## config.mk

```make
export PLATFORM = sky130hd
export DESIGN_NAME = vram_arbiter
export DESIGN_NICKNAME = d
export VERILOG_FILES = /design/src/rtl/vram_arbiter.sv
export SDC_FILE = /design/constraint.sdc
export NUM_CORES = 1
export LEC_CHECK = 0
export CORE_MARGIN = 3
export CORE_UTILIZATION = 50
export DETAILED_ROUTE_END_ITERATION = 10
export HOLD_SLACK_MARGIN = 0.05
export PLACE_DENSITY_LB_ADDON = 0.08
export SLEW_MARGIN = 20
export SYNTH_ARGS = -nofsm -noshare
export SYNTH_HDL_FRONTEND = slang
export SYNTH_SLANG_ARGS = --single-unit
export TNS_END_PERCENT = 10
```

## constraint.sdc

```tcl
create_clock -name in_clock -period 7.3 [get_ports in_clock]
set_clock_uncertainty 0.2 [all_clocks]
set_input_delay 1.46 -clock in_clock [delete_from_list [all_inputs] [get_ports in_clock]]
set_output_delay 1.46 -clock in_clock [all_outputs]
set_load 0.02 [all_outputs]
```

## src/rtl/vram_arbiter.sv

```systemverilog
// vram_arbiter
//    Shares one single-port, synchronous-read video RAM between the VGA
//    scanout and a buffered CPU write port. Display reads on active pixel
//    strobes always win the bus. Queued CPU writes drain in every other
//    cycle. Scanned-out pixels come back with a fixed 3-cycle latency.
//
// Ports
//    in_clock, in_reset            clock, synchronous active-high reset
//    in_pixel_stb, in_active       pixel tick and active-area flag
//    in_x, in_y                    active-area column / row
//    in_wr_valid, out_wr_ready     CPU write handshake
//    in_wr_addr, in_wr_data        CPU write address / data
//    out_mem_addr, out_mem_we,
//    out_mem_wdata                 registered RAM command
//    in_mem_rdata                  RAM read data, one cycle after the address
//    out_pixel, out_pixel_valid    scanned-out pixel, 0 for blanking strobes
//    out_wr_drop                   pulse when an out-of-range write is discarded
module vram_arbiter #(
   parameter int ADDR_W     = 19,
   parameter int DATA_W     = 8,
   parameter int FIFO_DEPTH = 4
) (
   input  logic              in_clock,
   input  logic              in_reset,
   input  logic              in_pixel_stb,
   input  logic              in_active,
   input  logic [9:0]        in_x,
   input  logic [8:0]        in_y,
   input  logic              in_wr_valid,
   output logic              out_wr_ready,
   input  logic [ADDR_W-1:0] in_wr_addr,
   input  logic [DATA_W-1:0] in_wr_data,
   output logic [ADDR_W-1:0] out_mem_addr,
   output logic              out_mem_we,
   output logic [DATA_W-1:0] out_mem_wdata,
   input  logic [DATA_W-1:0] in_mem_rdata,
   output logic [DATA_W-1:0] out_pixel,
   output logic              out_pixel_valid,
   output logic              out_wr_drop
);

   localparam int PW = $clog2(FIFO_DEPTH);
   localparam logic [ADDR_W-1:0] FB_WORDS = ADDR_W'(307200);

   logic [ADDR_W-1:0] queue_addr [FIFO_DEPTH];
   logic [DATA_W-1:0] queue_data [FIFO_DEPTH];
   logic [PW-1:0]     wr_ptr;
   logic [PW-1:0]     rd_ptr;
   logic [PW:0]       count;

   logic              full;
   logic              push;
   logic              pop;
   logic              read_req;
   logic [ADDR_W-1:0] pixel_addr;
   logic [ADDR_W-1:0] head_addr;
   logic [DATA_W-1:0] head_data;

   // Two delay stages in front of the output register give the 3-cycle
   // strobe-to-pixel latency (address register, RAM read, output register).
   logic [1:0] pipe_valid;
   logic [1:0] pipe_blank;

   // y*640 + x as shifts and adds, so no multiplier is needed.
   assign pixel_addr = (ADDR_W'(in_y) << 9) + (ADDR_W'(in_y) << 7) + ADDR_W'(in_x);

   assign full         = (count == (PW+1)'(FIFO_DEPTH));
   assign out_wr_ready = !full && !in_reset;
   assign push         = in_wr_valid && out_wr_ready;
   assign read_req     = in_pixel_stb && in_active;
   // Pop only looks at entries already stored, so a write accepted this
   // cycle can never be issued before the following one.
   assign pop          = !read_req && (count != '0);
   assign head_addr    = queue_addr[rd_ptr];
   assign head_data    = queue_data[rd_ptr];

   // Queue storage is not reset; occupancy is governed by the pointers.
   always_ff @(posedge in_clock) begin
      if (push) begin
         queue_addr[wr_ptr] <= in_wr_addr;
         queue_data[wr_ptr] <= in_wr_data;
      end
   end

   // Queue pointers and occupancy; a simultaneous push and pop keeps the count.
   always_ff @(posedge in_clock) begin
      if (in_reset) begin
         wr_ptr <= '0;
         rd_ptr <= '0;
         count  <= '0;
      end else begin
         if (push) wr_ptr <= wr_ptr + 1'b1;
         if (pop)  rd_ptr <= rd_ptr + 1'b1;
         case ({push, pop})
            2'b10:   count <= count + 1'b1;
            2'b01:   count <= count - 1'b1;
            default: count <= count;
         endcase
      end
   end

   // Bus arbitration: display read first, then a queued write, else idle.
   // Idle and discarded writes leave address and data where they were.
   always_ff @(posedge in_clock) begin
      if (in_reset) begin
         out_mem_addr  <= '0;
         out_mem_we    <= 1'b0;
         out_mem_wdata <= '0;
         out_wr_drop   <= 1'b0;
      end else begin
         out_mem_we  <= 1'b0;
         out_wr_drop <= 1'b0;
         if (read_req) begin
            out_mem_addr <= pixel_addr;
         end else if (pop) begin
            if (head_addr < FB_WORDS) begin
               out_mem_we    <= 1'b1;
               out_mem_addr  <= head_addr;
               out_mem_wdata <= head_data;
            end else begin
               out_wr_drop <= 1'b1;
            end
         end
      end
   end

   // Pixel return pipe: every strobe is tracked, blanking ones force zero.
   always_ff @(posedge in_clock) begin
      if (in_reset) begin
         pipe_valid      <= '0;
         pipe_blank      <= '0;
         out_pixel       <= '0;
         out_pixel_valid <= 1'b0;
      end else begin
         pipe_valid      <= {pipe_valid[0], in_pixel_stb};
         pipe_blank      <= {pipe_blank[0], !in_active};
         out_pixel_valid <= pipe_valid[1];
         out_pixel       <= (pipe_valid[1] && !pipe_blank[1]) ? in_mem_rdata : '0;
      end
   end

endmodule
```

==> run summary, run 1 <==
The critical path's largest stage delay is 720 ps, and the total grt overflow is 0. Endpoint class of the critical path: an output port. The synthesized design devotes to its leading area cell type 49.67% of total area. The most frequently used flop master after synthesis is sky130_fd_sc_hd__edfxtp_1. Setup repair after global routing left no endpoint under its margin. For the via count of the first global-routing pass, the log shows 3899. In the global route stage, overall resource usage came out at 17.97%.

The tools report the internal power as 2.028 mW. The fraction of the yosys area taken by sequential cells was 65.31%. Of all nets on the critical path, the largest fanout is 43.

Before antenna repair, the detailed router went through 4 iterations. The largest buffer count on any clock path is 2. Once the floorplan was initialized, standard cells occupied 51.53% of the core. The number of hold violations in the final report came out at 0.

The minimum clock period is 4701 ps, and the routability congestion estimate is 0.7448. After the last flow step, the layout net total stands at 607. Data on the critical path is required at its endpoint by 5640 ps.

The number of nets in the synthesized netlist is 509. The HPWL after detailed placement was 8095 µm; the number of warnings printed during yosys synthesis was 0. Headroom to the max-slew limit came out at 34.02%. 0 antenna diodes ended up in the layout.

Post-route setup TNS: 0 ps. For this design, the slowest cell found on the critical path is sky130_fd_sc_hd__buf_2. Of the total synthesized cell area, the portion taken by XOR and XNOR cells is 1.207%. The layout cell share with drive strength beyond 1 came out at 14.55%. The tightest hold path in the finished design has a slack of 245.6 ps. In this run the vertical extent of the chip is 120.3 µm.

Setup violations remaining at the end of the flow were counted as 0. The flow ran to the end, and the final reports show no timing, DRC or antenna violations. For the pin with the worst max-slew slack, the measured transition is 988.4 ps. During I/O placement, the number of pins put on the boundary was 98. Period utilization: 64.40%.

The count of input and output buffers was 97; the number of violations of the max-capacitance limit was 0. Of the total power, the clock network draws 30.6%. The post-synthesis adder-cell area fraction was 5.136%; the via count was 3762. The core region is 12670 µm². The number of design-rule violations left by the first detailed-router iteration was 233; the first-pass GRT wire length was 19860 µm.

The tools report the start point of the worst min-delay path as pipe_valid[0]. Broken down by cell family, the worst path's largest delay share belongs to buffers and inverters. TritonCTS built the clock tree.

The number of gates resized after CTS was 0. The final wirelength is 12320 µm. In the layout the commonest cells are 108 x sky130_fd_sc_hd__edfxtp_1, 96 x sky130_fd_sc_hd__clkdlybuf4s50_1, 51 x sky130_fd_sc_hd__dfxtp_1. Net switching is 29.13% of the power. The share of the synthesized area in compound gates (AO/OA/AOI/OAI) came out at 7.723%. The tree is rooted in a sky130_fd_sc_hd__clkbuf_16.

The switching power was 0.8339 mW. The endpoint identified for the worst register-to-register timing path is out_mem_addr[13]. For the count of pins over their slew limit, the log shows 0. Yosys mapped the design onto 50 distinct sky130hd cell types. The cell accounting for the most synthesized area was sky130_fd_sc_hd__edfxtp_1.

The die covers 14460 µm². Ranked by total cell area, the synthesized netlist is headed by sky130_fd_sc_hd__edfxtp_1 50%, sky130_fd_sc_hd__dfxtp_1 16%, sky130_fd_sc_hd__mux4_2 9.3%. Critical path buffer and inverter count: 2.

Measured along the x axis, the die boundary spans 120.3 µm. Number of placement rows: 41. Leaving out fill and tap cells, the most frequent cell in the layout is sky130_fd_sc_hd__edfxtp_1. A synthesized cell averages 15.36 µm². By area, the combinational part of the netlist is dominated by multiplexers. The run gives 2.862 mW as the total power draw. The hold-critical path depth came out at 1. In the routed layout, each cell is associated on average with a via count of 5.314. The fraction of power consumed by sequential logic is 40.6%. The count of nets left with antenna violations once routing finished came out at 0.

In this run the post-CTS setup repair buffer count came out at 0. The portion of synthesized area spent on multiplexers is 10.69%. The number of H-tree levels was 4; the detail-routed net length per standard cell was 17.40 µm. The netlist area before placement came out at 6529 µm². Per report_power, the combinational group accounts for 28.8% of the total. Setup slack on the worst reg-to-reg path comes out at 4310 ps.

Peak supply drop: 252.7 µV. Maximum number of pins on one net before global-route repair: 44. The static power due to leakage is 2.901 nW, and the clock edge transition at the registers on the reported setup and hold paths is 60 ps. The basic-gate share of the synthesized area counting and, or, nand and nor cells is 7.359%, and the final cell utilization of the core is 64.75%. The number of hold buffers added after CTS is 0, and the power density relative to cell area is 348.9 nW/µm². The worst hold-check path type was register to register.

After detailed routing, the number of remaining DRC violations is 0. The worst register-to-register path has a depth of 6. The capture endpoint of the worst hold path is pipe_valid[1]. For this run, the top clock speed supported by timing is 212.7 MHz.

The critical path is of the input pin to output port type. The area added between synthesis and finish came out at 25.66%. The total clock sinks came out at 159.

Counting flops with an async set or reset pin after synthesis yields a share of 0%. For the post-place instance area, the log shows 7611 µm². Walking the worst path, the cells encountered are buf_2, a31oi_1, clkdlybuf4s50_1. The instance count of the mapped netlist was 425.

The number of buffers created by CTS was 17. The synthesis-stage register bit count is 159. The tools report the initial antenna violation count as 0.

Data on the critical path arrives at its endpoint at 3040 ps. For the summed area of non-filler cells in the final layout, the log shows 8204 µm². The worst setup path is launched from an input pin. Clock latency on the worst-skew pair, taken at its later pin, is 410 ps. The number of synthesized flops with an enable pin is 108.
cells in the mapped netlist, drive strengths merged (2+ instances only):
library cell,n
fa,3
edfxtp,108
and3,5
nand2,27
mux2i,9
a21o,3
inv,15
nand4,2
and2,11
buf,6
nor3,2
o221a,2
a21oi,20
xor2,5
a311oi,11
clkbuf,13
dfxtp,51
nor2,40
mux4,27
o21ai,9
a211oi,4
nand3,2
xnor2,4
nor2b,5
ha,22
nand3b,2
worst max-delay path by stage:
stage	from	to	slack, ps	cells past startpoint
2_1_floorplan	in_x[9]	out_mem_addr[17]	3410	10
3_3_place_gp	in_reset	out_wr_ready	2620	3
3_5_place_dp	in_reset	out_wr_ready	2580	3
4_1_cts	in_reset	out_wr_ready	2580	3
5_1_grt	in_reset	out_wr_ready	2460	3
6_report	in_reset	out_wr_ready	2600	3
power by group through the flow:
stage / sequential, mW / combinational (mW) / clock [mW]
finish: 1.16 / 0.823 / 0.877
global route: 1.18 / 0.901 / 0.931
CTS: 1.16 / 0.834 / 0.895
detailed placement: 1.18 / 0.830 / 0
global placement: 1.18 / 0.816 / 0
floorplan: 1.22 / 0.545 / 0
area by class of cell:
| class | instances | area [µm²] |
|---|---|---|
| inverter | 15 | 56.30 |
| clock inverter | 10 | 138.9 |
| fill | 946 | 4467 |
| clock buffer | 22 | 454.2 |
| timing repair buffer | 98 | 973.4 |
| multi-input combinational | 232 | 2102 |
| sequential | 159 | 4264 |
| tap | 172 | 215.2 |
cells by family (layout without fill, tap and decap cells):
family          Yosys count  in the layout
fa+ha+maj                25             25
flops                   159            159
mux                      36             36
xor+xnor                  9              9
buf+inv                  34            145
simple gates            103            103
compound gates           59             59
flip-flops by register name (all words and copies together) (netlist names), named ones only:
name,count
out_wr_drop,1
out_mem_wdata,8
rd_ptr,2
queue_addr,76
out_pixel_valid,1
count,3
out_pixel,8
queue_data,32
pipe_valid,2
pipe_blank,2
wr_ptr,2
out_mem_we,1
out_mem_addr,19
layer usage:
metal	part of all wire, %	track usage [%]	vias up
li1	-	-	1809
met1	43	22.71	1848
met2	50	29.96	98
met3	6.0	5.426	7
met4	0.88	5.737	0
met5	0	0	-
metrics by stage:
stage	instances	setup WS (ps)
floorplan	425	3413
global placement	676	2625
detailed placement	676	2577
CTS	708	2581
global route	708	2461
finish	708	2599
Power figures use the tool's default switching activity.
==> run 2, diff against run 1 <==
--- a/config.mk
+++ b/config.mk
@@ -6,7 +6,7 @@
 export NUM_CORES = 1
 export LEC_CHECK = 0
 export CORE_MARGIN = 3
-export CORE_UTILIZATION = 50
+export CORE_UTILIZATION = 49
 export DETAILED_ROUTE_END_ITERATION = 10
 export HOLD_SLACK_MARGIN = 0.05
 export PLACE_DENSITY_LB_ADDON = 0.08
==> constraint.sdc (replaced) <==
create_clock -name in_clock -period 4.2 [get_ports in_clock]
set_clock_uncertainty 0.2 [all_clocks]
set_input_delay 0.84 -clock in_clock [delete_from_list [all_inputs] [get_ports in_clock]]
set_output_delay 0.84 -clock in_clock [all_outputs]
set_load 0.02 [all_outputs]
==> run 2 against run 1 <==
  * Global-route usage is 0.21 points lower
  * Sequential power is 75% higher
  * Critical path depth is 8 higher
  * Wire length is 0.32% lower
  * First-iteration DRC count is 27% higher
  * Non-clock buffer count is 9 higher
  * Critical endpoint is now out_mem_addr[17]
  * Largest cell class unchanged
==> run summary, run 2 (synthesized netlist as in run 1, its figures left out) <==
The clock edge transition at the registers on the reported setup and hold paths was 60 ps (about the same); the routability congestion estimate was 0.8426 (+13%). For the first-pass iteration count of the detailed router, the log shows 5 (+1). The run gives 4 (unchanged) as the number of H-tree levels.

Ranked by flip-flop count, first place goes to queue_addr. Setup repair after global routing left no endpoint under its margin. The critical path required time is 4280 ps (-1360 ps), and the starting utilization of the core area is 50.91% (-0.62 points).

The endpoint class of the critical path is a register. TritonCTS built the clock tree. The fraction of power consumed by sequential logic was 40.9% (+0.3 points); the number of buffers added for setup after CTS was 0 (unchanged).

The tools report the part of the power in combinational logic as 29.1% (+0.3 points). The startpoint of the worst setup timing path was in_y[0]. The total routing usage reported by global routing was 17.76% (-0.21 points). The insertion delay to the later sink of the worst-skew pair was 410 ps (about the same); the worst setup margin was 653.7 ps (-1945 ps). Most used cell along the critical path: sky130_fd_sc_hd__inv_1.

The detailed-route DRC error count is 0 (unchanged). CTS placed an instance of sky130_fd_sc_hd__clkbuf_16 at the clock tree root. The maximum number of pins on one net before global-route repair is 43 (-2.3%). The switching portion of total power came out at 29.88% (+0.75 points).

The initial antenna violation count is 0 (unchanged). The number of top-level pins was 98 (unchanged). The tools report the critical path data arrival time as 3630 ps (+590 ps). The final net count was 616 (+1.5%); the minimum clock period was 3546 ps. The area of the die is 14750 µm² (+1.9%). The worst-case hold slack came out at 235.3 ps (-10.33 ps).

HPWL after detailed placement: 8050 µm (-0.55%). The worst setup path is launched from an input pin. The area added between synthesis and finish is 26.43%, and the number of design-rule violations left by the first detailed-router iteration is 296 (+27%).

Timing would allow up to 282.0 MHz. The die extent in y is 121.4 µm (+0.96%), and the number of nets still failing antenna checks after routing is 0 (unchanged). The number of flip-flops under the largest register name is 76 (unchanged), and the number of placement rows is 41 (unchanged). The total clock sinks was 159 (unchanged); the period utilization was 84.44%.

The library cells used most frequently in the layout, excluding fill and tap cells, are 108 x sky130_fd_sc_hd__edfxtp_1, 96 x sky130_fd_sc_hd__clkdlybuf4s50_1, 51 x sky130_fd_sc_hd__dfxtp_1. The tools report the internal power as 3.477 mW (+71%). For the number of gates resized after cts, the log shows 0 (unchanged).

The worst slack at placement is 265.0 ps (-2312 ps). The via density per instance came out at 5.248 (-1.2%). The fill cell instance count of the final layout is 970 (+2.5%). The tools report the total grt overflow as 0 (unchanged).

Count of final setup violators: 0 (unchanged). The chip width is 121.4 µm (+0.96%), and the slew at the pin closest to its max-slew limit is 834.3 ps (-154.0 ps). The library cell used most frequently in the layout, excluding fill and tap cells, is sky130_fd_sc_hd__edfxtp_1. Relative slew slack: 44.37% (+10 points). Core area: 12820 µm² (+1.2%). The critical path's largest stage delay came out at 510 ps (-210 ps). The layout cell share with drive strength beyond 1 was 15.78% (+1.2 points); the largest buffer count on any clock path was 2 (unchanged). For the number of hold buffers added after CTS, the log shows 0 (unchanged). The logs give 0 (unchanged) for the number of hold violations in the final report and 12280 µm (-0.32%) for the final wirelength.

The multi-input logic area was 2097 µm² (-0.24%). The power density relative to cell area is 600.8 nW/µm² (+72%), and the static power due to leakage is 2.964 nW (+2.2%). The run gives 0 ps (unchanged) as the post-route setup TNS. The min-delay analysis places its worst path in the category register to register.

Walking the worst path, the cells encountered are clkdlybuf4s50_1, inv_1, fa_1, inv_1, ha_1, a211oi_1, o211ai_1, and3_1, o2111a_1, nor3_1, a211oi_2. The detail-routed net length per standard cell was 17.12 µm (-1.6%). The first-pass GRT wire length is 19780 µm (-0.38%), and the number of violations of the max-capacitance limit is 0 (unchanged).

The largest registers in the layout are queue_addr x76, queue_data x32, out_mem_addr x19. The worst setup path is of the input pin to register kind. The count of input and output buffers came out at 97 (unchanged). The count of pins over their slew limit is 0 (unchanged). The slowest stage of the critical path is the sky130_fd_sc_hd__fa_1 cell.

The via count of the first global-routing pass is 3791 (-2.8%), and the via count is 3763 (+0.027%). The logs give 30.0% (-0.6 points) for the proportion of power drawn by the clock network and 324.7 µV (+29%) for the peak supply drop. The run gives 0 (unchanged) as the number of antenna cells inserted. The start point of the worst min-delay path is pipe_valid[0]. The maximum fanout along the worst path is 3 (-93%). The logs give 4264 µm² (unchanged) for the sequential cell area and 1.482 mW (+78%) for the switching power. The tools report the number of buffers created by CTS as 17 (unchanged). The flow ran to the end, and the final reports show no timing, DRC or antenna violations.
==> run 2: worst paths after layout <==
check,end,slack [ps],depth (start not counted)
max,out_mem_addr[17],650,11
min,pipe_valid[1],240,1
max reg2reg,out_mem_addr[13],1230,6
min reg2reg,pipe_valid[1],240,1
==> run 2: critical path, delay by kind of cell <==
family	cells	cell delay, ps
adders and majority gates	2	830
AOI/OAI and AO/OA	4	900
and+or+nand+nor	2	430
buffers and inverters	3	630
==> run 2: layout make-up <==
type,count,share of cell area (%)
Inverter,15,0.6821
Tap cell,172,2.607
Sequential cell,159,51.66
Clock inverter,14,1.713
Timing Repair Buffer,107,12.61
Clock buffer,18,5.321
Multi-Input combinational cell,232,25.41
==> run 2: metal layers <==
layer | vias to the layer above | part of all wire, % | track usage [%]
met2 | 83 | 49 | 28.36
met4 | 0 | 1.1 | 5.672
li1 | 1827 | - | -
met1 | 1840 | 45 | 23.70
met5 | - | 0 | 0
met3 | 13 | 5.0 | 4.988
==> run 2: stage by stage <==
step / instances / power, mW / utilization (%) / cell area [µm²]
2_1_floorplan: 425 / 3.065 / - / 6529
3_3_place_gp: 685 / 3.485 / 59.83 / 7674
3_5_place_dp: 685 / 3.516 / 59.83 / 7674
4_1_cts: 717 / 5.013 / 64.36 / 8254
5_1_grt: 717 / 5.226 / 64.36 / 8254
6_report: 717 / 4.959 / 64.36 / 8254
==> run 2: power by group through the flow <==
| stage | registers (mW) | logic [mW] | clock network, mW |
|---|---|---|---|
| after floorplan | 2.12 | 0.947 | 0 |
| after global routing | 2.06 | 1.58 | 1.59 |
| final | 2.03 | 1.44 | 1.49 |
| after detailed placement | 2.06 | 1.45 | 0 |
| after global placement | 2.06 | 1.43 | 0 |
| after CTS | 2.03 | 1.46 | 1.52 |
==> run 3, diff against run 2 <==
==> constraint.sdc (replaced) <==
create_clock -name in_clock -period 3.2 [get_ports in_clock]
set_clock_uncertainty 0.2 [all_clocks]
set_input_delay 0.64 -clock in_clock [delete_from_list [all_inputs] [get_ports in_clock]]
set_output_delay 0.64 -clock in_clock [all_outputs]
set_load 0.02 [all_outputs]
==> run 3 against run 2 <==
  * Clock-buffer cell count grew 4
  * First-iteration DRC count shrank 14%
  * Via count grew 1.7%
  * Design area grew 1.3%
  * Critical path depth grew 1
  * Sequential share of layout area shrank 0.65 points
  * Wire length grew 0.51%
  * Global-route usage is essentially flat
  * Non-clock buffer count grew 13
  * Sequential power grew 30%
  * Power grew 30%
  * Die area is the same
==> run summary, run 3 (synthesized netlist as in run 1, its figures left out) <==
The tools report the part of the power in combinational logic as 30.4% (+1.3 points). Maximum number of pins on one net before global-route repair: 43 (unchanged). For the total routing usage reported by global routing, the log shows 17.72% (-0.039 points).

For the switching power, the log shows 1.923 mW (+30%). The number of design-rule violations left by the first detailed-router iteration is 256 (-14%), and the internal power is 4.522 mW (+30%). The number of buffers created by CTS is 17 (unchanged). In this run the worst setup path begins at in_y[0]. The run gives 0 (unchanged) as the count of final setup violators.

The run gives 238.1 ps (+2.798 ps) as the worst-case hold slack. The number of buffers added for setup after CTS is 0 (unchanged). The power density relative to cell area was 770.9 nW/µm² (+28%); the HPWL after detailed placement was 7979 µm (-0.89%). The via count is 3828 (+1.7%), and the routability congestion estimate is 0.8012 (-4.9%). The detailed-route DRC error count was 0 (unchanged); the setup slack of the worst register-to-register path was 470 ps (-760 ps).

The tools report the final wirelength as 12340 µm (+0.51%). The period utilization was 96.08%; the number of top-level pins was 98 (unchanged). Count of pins over their slew limit: 0 (unchanged). The number of placed cells counting well taps was 698 (+1.9%); the clock edge transition at the registers on the reported setup and hold paths was 60 ps (about the same). The maximum fanout along the worst path was 3 (unchanged). Setup repair after global routing left no endpoint under its margin.

Following the worst setup path forward leads to its endpoint at out_mem_addr[18]. The layout cell share with drive strength beyond 1 came out at 18.28% (+2.5 points). In this run the worst hold path is classified as register to register. The initial antenna violation count was 0 (unchanged).

Root buffer cell: sky130_fd_sc_hd__clkbuf_16. The slew at the pin closest to its max-slew limit was 883.2 ps (+48.90 ps); the total power draw was 6.444 mW (+30%). The starting utilization of the core area is 50.91% (unchanged). The critical path data arrival time was 3180 ps (-450 ps); the die extent in y was 121.4 µm (unchanged).

The switching portion of total power is 29.84% (-0.044 points), and the total grt overflow is 0 (unchanged). Minimum clock period: 3075 ps. The peak supply drop came out at 517.7 µV (+59%). The detail-routed net length per standard cell came out at 16.91 µm (-1.3%). In the layout the commonest cells are 108 x sky130_fd_sc_hd__edfxtp_1, 96 x sky130_fd_sc_hd__clkdlybuf4s50_1, 51 x sky130_fd_sc_hd__dfxtp_1. The area of the die is 14750 µm² (unchanged), and the final cell utilization of the core is 65.18% (+0.82 points). The run finished with clean final reports. Core area: 12820 µm² (unchanged). The largest register by flop count was queue_addr. The number of placement rows was 41 (unchanged); the relative slew slack was 41.11% (-3.3 points). The via density per instance is 5.244 (about the same), and the chip width is 121.4 µm (unchanged). Type of the worst setup path: input pin to register.

First-pass iteration count of the detailed router: 5 (unchanged). The number of nets still failing antenna checks after routing is 0 (unchanged). The number of antenna cells inserted is 0 (unchanged), and the number of violations of the max-capacitance limit is 0 (unchanged).

The static power due to leakage came out at 3.000 nW (+1.2%). The first-pass GRT wire length was 19600 µm (-0.91%); the final net count was 629 (+2.1%). The critical register-to-register path endpoint is out_mem_addr[13]. From synthesis to final layout, the design area changed by 28.04%. The critical path required time is 3310 ps (-970 ps), and the fraction of power consumed by sequential logic is 41.0% (about the same). Worst reg2reg path depth: 7 (+1).

Endpoint class of the critical path: a register. The number of hold buffers added after CTS was 0 (unchanged); the proportion of power drawn by the clock network was 28.6% (-1.4 points). The tools report the kind of start point of the critical path as an input pin. The largest registers in the layout are queue_addr x76, queue_data x32, out_mem_addr x19. Fill cell instance count of the final layout: 945 (-2.6%). The number of H-tree levels is 4 (unchanged), and the total clock sinks is 159 (unchanged). The tools report the number of hold violations in the final report as 0 (unchanged). For the post-route setup TNS, the log shows 0 ps (unchanged). The count of input and output buffers was 97 (unchanged).

The most frequent standard cell in the layout excluding fill and tap cells is sky130_fd_sc_hd__edfxtp_1. TritonCTS built the clock tree. The number of non-filler instances in the completed layout was 730 (+1.8%). The number of flip-flops under the largest register name came out at 76 (unchanged).

The largest buffer count on any clock path is 2 (unchanged), and the maximum operating frequency is 325.2 MHz. The insertion delay to the later sink of the worst-skew pair was 420 ps (about the same); the via count of the first global-routing pass was 3846 (+1.5%).
-- run 3: stage by stage --
stage	worst slack (ps)	cell area (µm²)
6_report	125.3	8359
5_1_grt	14.68	8359
4_1_cts	8.896	8338
3_5_place_dp	-498.7	7771
3_3_place_gp	-468.5	7771
2_1_floorplan	132.5	6529
-- run 3: power groups by stage --
stage / sequential [mW] / clock [mW] / combinational (mW)
after detailed placement: 2.69 / 0 / 1.95
after global placement: 2.68 / 0 / 1.92
after floorplan: 2.78 / 0 / 1.24
after global routing: 2.68 / 1.96 / 2.14
after CTS: 2.65 / 1.89 / 1.97
final: 2.64 / 1.84 / 1.96
-- run 3: worst min-delay path by stage --
stage / from / to / slack [ps] / depth (start not counted)
finish: pipe_blank[0] / pipe_blank[1] / 240 / 1
global route: pipe_blank[0] / pipe_blank[1] / 250 / 1
CTS: pipe_valid[0] / pipe_valid[1] / 240 / 1
detailed placement: pipe_blank[0] / pipe_blank[1] / 230 / 1
global placement: pipe_blank[0] / pipe_blank[1] / 220 / 1
floorplan: pipe_blank[0] / pipe_blank[1] / 210 / 1
-- run 3: layer usage --
layer  track usage [%]  share of wire (%)  up-vias
met2             28.01                 47      108
met3             5.035                6.1       17
li1                  -                  -     1853
met1             23.29                 45     1850
met5                 0                  0        -
met4             6.933                1.7        0
-- run 3: area by class of cell --
cell class	instances	area, µm²	share of cell area (%)
Tap cell	172	215.2	2.574
Sequential cell	159	4264	51.01
Clock buffer	22	454.2	5.433
Timing Repair Buffer	120	1139	13.62
Multi-Input combinational cell	232	2140	25.59
Inverter	15	56.30	0.6736
Clock inverter	10	91.34	1.093
-- run 3: worst max-delay path, stage by stage --
cell and delay, ps:
sky130_fd_sc_hd__clkdlybuf4s50_1 490, sky130_fd_sc_hd__inv_1 60, sky130_fd_sc_hd__fa_1 520, sky130_fd_sc_hd__inv_2 60
sky130_fd_sc_hd__buf_4 130, sky130_fd_sc_hd__fa_1 430, sky130_fd_sc_hd__a21o_1 230, sky130_fd_sc_hd__a21oi_1 120
sky130_fd_sc_hd__o21ai_1 120, sky130_fd_sc_hd__a21oi_1 160, sky130_fd_sc_hd__o21ai_0 100, sky130_fd_sc_hd__o211a_1 120
-- run 3: repair_timing --
item,CTS,global route
pin swaps,0,3
endpoints found under the setup margin,1,4
resized for setup,4,4
